[src/rtl/exc_pc_ctrl.sv]
// Exception/interrupt PC redirection and the EPC/CAUSE/STATUS registers.
// The redirect and flush are combinational in the commit cycle; register updates land on the next edge.
`timescale 1ns/1ps
module exc_pc_ctrl #(
  parameter int unsigned      WIDTH   = 32,
  parameter logic [WIDTH-1:0] EXC_VEC = WIDTH'(32'h00004180),
  parameter int unsigned      NUM_IRQ = 6
) (
  input  logic               clk,
  input  logic               rst_n,
  input  logic [WIDTH-1:0]   npc,
  input  logic [WIDTH-1:0]   cur_pc,
  input  logic               in_bd,
  input  logic               exc_req,
  input  logic [4:0]         exc_code,
  input  logic [NUM_IRQ-1:0] irq,
  input  logic               eret,
  input  logic               stall,
  input  logic               sr_we,
  input  logic [WIDTH-1:0]   sr_wdata,
  output logic [WIDTH-1:0]   rnpc,
  output logic [WIDTH-1:0]   epc,
  output logic [31:0]        cause,
  output logic [31:0]        status,
  output logic               flush
);

  typedef enum logic [0:0] {StNormal, StHandler} state_e;

  state_e             state_q, state_d;
  logic [WIDTH-1:0]   epc_q, epc_d;
  logic [4:0]         code_q, code_d;
  logic               bd_q, bd_d;
  logic [NUM_IRQ-1:0] ip_q;
  logic               ie_q, ie_d;
  logic [NUM_IRQ-1:0] im_q, im_d;

  logic exl;
  logic exc_take, int_take, eret_take;
  logic unused_sr;

  assign exl = (state_q == StHandler);

  // Gating with rst_n keeps rnpc == npc and flush low while reset is held.
  assign exc_take  = rst_n & exc_req & ~stall;
  assign int_take  = rst_n & ~stall & ~exc_take & ie_q & ~exl & (|(ip_q & im_q));
  assign eret_take = rst_n & eret & ~stall & ~exc_take & ~int_take;

  assign flush = exc_take | int_take | eret_take;

  always_comb begin
    rnpc = npc;
    if (exc_take || int_take) begin
      rnpc = EXC_VEC;
    end else if (eret_take) begin
      rnpc = epc_q;
    end
  end

  always_comb begin
    state_d = state_q;
    epc_d   = epc_q;
    bd_d    = bd_q;
    code_d  = code_q;
    ie_d    = ie_q;
    im_d    = im_q;
    if (exc_take || int_take) begin
      code_d = exc_take ? exc_code : 5'd0;
      // A nested exception keeps the original return context.
      if (state_q == StNormal) begin
        epc_d   = in_bd ? (cur_pc - WIDTH'(4)) : cur_pc;
        bd_d    = in_bd;
        state_d = StHandler;
      end
    end else if (eret_take) begin
      state_d = StNormal;
    end
    if (sr_we) begin
      ie_d = sr_wdata[0];
      im_d = sr_wdata[8 +: NUM_IRQ];
    end
  end

  always_ff @(posedge clk or negedge rst_n) begin
    if (!rst_n) begin
      state_q <= StNormal;
      epc_q   <= '0;
      bd_q    <= 1'b0;
      code_q  <= '0;
      ip_q    <= '0;
      ie_q    <= 1'b0;
      im_q    <= '0;
    end else begin
      state_q <= state_d;
      epc_q   <= epc_d;
      bd_q    <= bd_d;
      code_q  <= code_d;
      ip_q    <= irq;
      ie_q    <= ie_d;
      im_q    <= im_d;
    end
  end

  always_comb begin
    cause              = '0;
    cause[31]          = bd_q;
    cause[8 +: NUM_IRQ] = ip_q;
    cause[6:2]         = code_q;
  end

  always_comb begin
    status               = '0;
    status[8 +: NUM_IRQ] = im_q;
    status[1]            = exl;
    status[0]            = ie_q;
  end

  assign epc       = epc_q;
  assign unused_sr = ^sr_wdata;

endmodule

[config.mk]
export PLATFORM = sky130hd
export DESIGN_NAME = exc_pc_ctrl
export DESIGN_NICKNAME = d
export VERILOG_FILES = /design/src/rtl/exc_pc_ctrl.sv
export SDC_FILE = /design/constraint.sdc
export NUM_CORES = 1
export LEC_CHECK = 0
export CAP_MARGIN = 40
export CORE_AREA = 2 2 105 107
export CTS_CLUSTER_SIZE = 8
export DETAILED_ROUTE_END_ITERATION = 10
export DIE_AREA = 0 0 107 109
export MAX_ROUTING_LAYER = met4
export PLACE_DENSITY_LB_ADDON = 0.08
export SETUP_SLACK_MARGIN = 0.4
export SYNTH_ARGS = -nofsm -noshare
export SYNTH_HDL_FRONTEND = slang
export SYNTH_SLANG_ARGS = --single-unit
export TNS_END_PERCENT = 20
[constraint.sdc]
create_clock -name clk -period 2.7 [get_ports clk]
set_input_delay 0.54 -clock clk [delete_from_list [all_inputs] [get_ports clk]]
set_output_delay 0.54 -clock clk [all_outputs]
set_load 0.01 [all_outputs]
# Word-level counts from Yosys, hierarchy flattened
# Cells that the tools add are included.
# totals
in_bits	114
reg_bits	52
# op_classes
muxes	6
addsub	1
reduce_logical	4
bitwise_logic	18
# op_table
cell	n
$mux 32	3
$sub 32x3->32 const B	1
$and 1x1->1	11
$and 6x6->6	1
$reduce_or 6->1	1
$mux 5	1
$not 1->1	4
$mux 1	2
$or 1x1->1	2
$reduce_and 2->1	1
$reduce_bool 2->1	1
$logic_or 1x1->1	1

# Longest topological paths before layout
# depth
depth_word	11
mapped_depth	8
mapped_depth_nobuf	6

# Worst setup path after synthesis
# Ideal clock, no wire load.
# synth_timing
kind	input -> output
from	in exc_req
to	out rnpc[21]
arrival_ns	2.022
t_required_ns	2.160
cell_stages	7
path_slack_ns	0.138
path_buffers	3
path_cell_list	or3b_1 -> a311o_1 -> clkbuf_1 -> nand2_1 -> buf_2 -> buf_1 -> a21oi_1
# synth_via
elab_chain_len	11
word_cells_on_any_way	13
# synth_rtl
item	line	rtl
from (decl)	14	input logic exc_req,
$and 1x1->1 * (2 in series)	45	assign exc_take = rst_n & exc_req & ~stall;
$not 1->1	46, 47	
$and 1x1->1 (4 in series)	46	assign int_take = rst_n & ~stall & ~exc_take & ie_q & ~exl & (|(ip_q & im_q));
$not 1->1	47	assign eret_take = rst_n & eret & ~stall & ~exc_take & ~int_take;
$and 1x1->1	47	
$mux 32	55	end else if (eret_take) begin
$mux 32 *	53	if (exc_take || int_take) begin
to (decl)	21	output logic [WIDTH-1:0] rnpc,
# Every way passes the cells marked *; elsewhere a longest branch is shown, timed or not.

# Final worst setup path
# layout_timing
from	in stall
to	out rnpc[25]
# layout_via
elab_chain_len	11
word_cells_on_any_way	15
# layout_rtl
item	line	rtl
from (decl)	18	input logic stall,
$not 1->1 *	45, 46, 47	
$and 1x1->1	45	
$not 1->1	46, 47	
$and 1x1->1 (4 in series)	46	
$not 1->1	47	
$and 1x1->1	47	
$mux 32	55	
$mux 32 *	53	
# Marked as above.

==> results.yml <==
routing:
  detailedRoute.firstPassIterationCount: 5
  detail_route.wl_per_cell_um: 16.8
  detail_route.vias_per_cell: 5.18
  drc_violations_left: 0
  dr_total_vias: 3976
  drt.antenna.violating_nets: 0
  drt_iter0_markers: 260
  routed_wl_um: 12900
layout:
  area_growth_from_synthesis_to_final_layout_pct: 65.7
  drive_above_1_share_pct: 26.1
  finish.net_count: 742
  insertedDiodeCount: 0
  post_route_utilization_pct: 56.4
worst_setup_path:
  path_max_fanout: 9
  worst_setup_path_end_kind: "primary output"
  critPathArrivalTime_ns: 2.09
  cp_cell_sequence: "buf_8 > or3b_4 > a311o_1 > buf_6 > buf_16 > nand3_1 > a21oi_2 > buf_2"
  worst_path_largest_cell_delay_ns: 0.42
  start_kind: "primary input"
  critical_path_class: "in -> out"
  critical_path.slowest_cell: "or3b_4"
  worst-r2r-setup-slack_ns: 0.28
  timing.critical_path.required_ns: 2.16
clock_tree:
  clock_tree.root_cell: "clkbuf_8"
  cts_buffers: 5
  worst_setup_hold_path_clk_slew_ns: 0.10
  cts.htree.levels: 2
  clk_latency_ns: 0.31
  clock_tree_from_tritoncts: "built"
  cts_buffer_depth: 2
  clock_sinks: 52
timing:
  totalNegativeSetupSlack_ns: 0
  finalClockSkew_ns: 0.00908
  final_count_of_pins_violating_max_slew: 0
  rsz0062_at_grt: "yes"
  min_period_over_period_pct: 97.3
  hold_slack_ns: 0.128
  post_route_minimum_period_ns: 2.63
  number_of_setup_violations_in_the_final_report: 0
  tightest_slew_ns: 0.553
  final_hold_viol_count: 0
  max_clock_freq_mhz: 380
  maxSlewHeadroom_pct: 63.1
synth:
  mappedNetlistArea_mm2: 0.00361
  main_synth_ff_type: "dfrtp_1"
  postSynth.asyncResetShare_pct: 100
  seq_area_frac_synth_pct: 36.1
  post-synth-top-area-cell: "dfrtp_1"
  avgSynthCellArea_um2: 8.88
  synth-edff-count: 0
  netlist_top_cells_area: "dfrtp_1 (36%), buf_4 (10%), a31oi_1 (5.9%)"
  yosysWarningCount: 0
  yosys_register_bits: 52
  yosysTopAreaCellShare_pct: 36.1
  synthDistinctLibCells: 47
  netlist_instances: 406
power:
  power_per_cell_area_mw_per_mm2: 539
  leakagePower_nw: 2.40
  total_power_w: 0.00322
  power.ir.vdd_worst_v: 0.000301
grt:
  grt_start_max_net_pins: 45
  first_global_vias: 3779
  track_usage_pct: 22.0
  antenna_found_initial: 0
  globalRouteOverflowTotal: 0
  grt_pass1_wl_um: 19700
run_status:
  run_status: "completed"
hold_path:
  min_path_type: "in -> async"
die:
  floorplan.die_area_mm2: 0.0117
  floorplan.initialDensity_pct: 34.0
  ioPinCount: 243
  die-width_um: 107
  placementRows: 38
  die-height_um: 109
  core_area_mm2: 0.0106
placement:
  place.port_buffers: 173
  detailedPlacementHpwl_um: 9890
  finalWeightedCongestion: 0.888
job:
  drv_cap: 0
-- flip-flops by register name, summed over array words and instances (netlist names) --
signal	cells
bd_q	1
code_q	5
epc	32
exl	1
ie_q	1
im_q	6
ip_q	6
-- through the flow --
stage                     setup WS (ns)  cell area, um^2  std cells
final                            0.0719             5980        768
after global routing          -0.000926             5980        768
after CTS                         0.108             5890        765
after detailed placement         -0.649             5660        740
after global placement           -0.594             5660        740
after floorplan                   0.344             3810        449
-- cells in the final DEF (no fill, tap or decap), types with 4 or more instances in the layout --
master             n
nand4b_1           4
nand3_2           11
nand3_1           26
conb_1            44
xor2_1             4
a22o_1             5
mux2_2             7
buf_12             4
or4_1             14
nor3_1             6
a21oi_2            7
nor2_1             6
clkdlybuf4s50_1  137
mux2_1            16
buf_4             60
xnor2_1            8
o31ai_1           10
o21ai_1           14
buf_2             33
nand2_1            8
dfrtp_1           52
buf_6              9
nand4_1            4
nor4_1             5
a31oi_1           34
o21ai_0           22
or3_1              6
clkbuf_8           5
a21oi_1           23
-- cell type report --
type	instances	area (um^2)
clock buffer	5	68.8
tap	140	175
sequential	52	1300
inverter	4	15.0
fill	965	4630
timing repair buffer	247	2240
clock inverter	3	27.5
multi-input combinational	317	2140
-- critical path: cells and delay by family --
kind                   cells  cell delay, ns
AND/OR/NAND/NOR            2            0.52
AO/OA/AOI/OAI              2            0.46
buffers and inverters      4            0.55
-- synth_stat cells, types with 2 or more instances --
master,instances
a21oi_1,30
a22o_1,5
a22oi_1,3
a31oi_1,34
buf_1,6
buf_2,2
buf_4,49
clkbuf_1,19
dfrtp_1,52
inv_1,3
mux2_1,16
mux2_2,7
nand2_1,9
nand2b_1,3
nand3_1,38
nand3b_1,2
nand4_1,4
nand4b_1,4
nor2_1,7
nor3_1,6
nor4_1,5
o21ai_0,35
o21ai_1,4
o31ai_1,10
or2_1,2
or3_1,6
or4_1,14
or4_4,2
xnor2_1,8
xor2_1,4
-- repair_timing --
item / 4_1_cts / 5_1_grt
gates cloned: 4 / 0
setup buffers: 13 / 3
hold buffers: 0 / 0
gates resized for setup: 175 / 25
pin swaps: 9 / 10
setup endpoints to repair: 66 / 66
-- power by group --
part | total (W) | leakage [nW] | switching, W | internal [W]
combinational | 0.00146 | 1.74 | 0.000626 | 0.000838
clock | 0.000468 | 0.0463 | 0.000277 | 0.000191
sequential | 0.00129 | 0.614 | 0.000255 | 0.00103
-- worst paths after layout --
check | from | endpoint | cells after the start
max | stall | rnpc[25] | 8
min | rst_n | ip_q[5] | 2
max reg2reg | exl | epc[25] | 10
min reg2reg | code_q[0] | code_q[0] | 1
max in group asynchronous | rst_n | epc[17] | 2
min in group clk | code_q[0] | code_q[0] | 1
-- routing by layer --
metal	global-route usage, %	wire length (um)	up-vias
met5	-	0	-
met4	6.68	229	0
met3	2.69	673	14
met2	36.9	6590	166
met1	28.1	5400	1907
li1	-	-	1889
-- logic make-up (layout without fill, tap and decap cells) --
group | after synthesis | count (layout) | share of synthesized area (%)
simple gates | 112 | 112 | 19.5
fa+ha+maj | 1 | 1 | 0.347
buf+inv | 80 | 259 | 13.5
other cells | 1 | 44 | 0.104
mux | 23 | 23 | 7.18
compound gates | 125 | 125 | 20.4
xor+xnor | 12 | 12 | 2.91
flops | 52 | 52 | 36.1
Power figures use the tool's default switching activity.
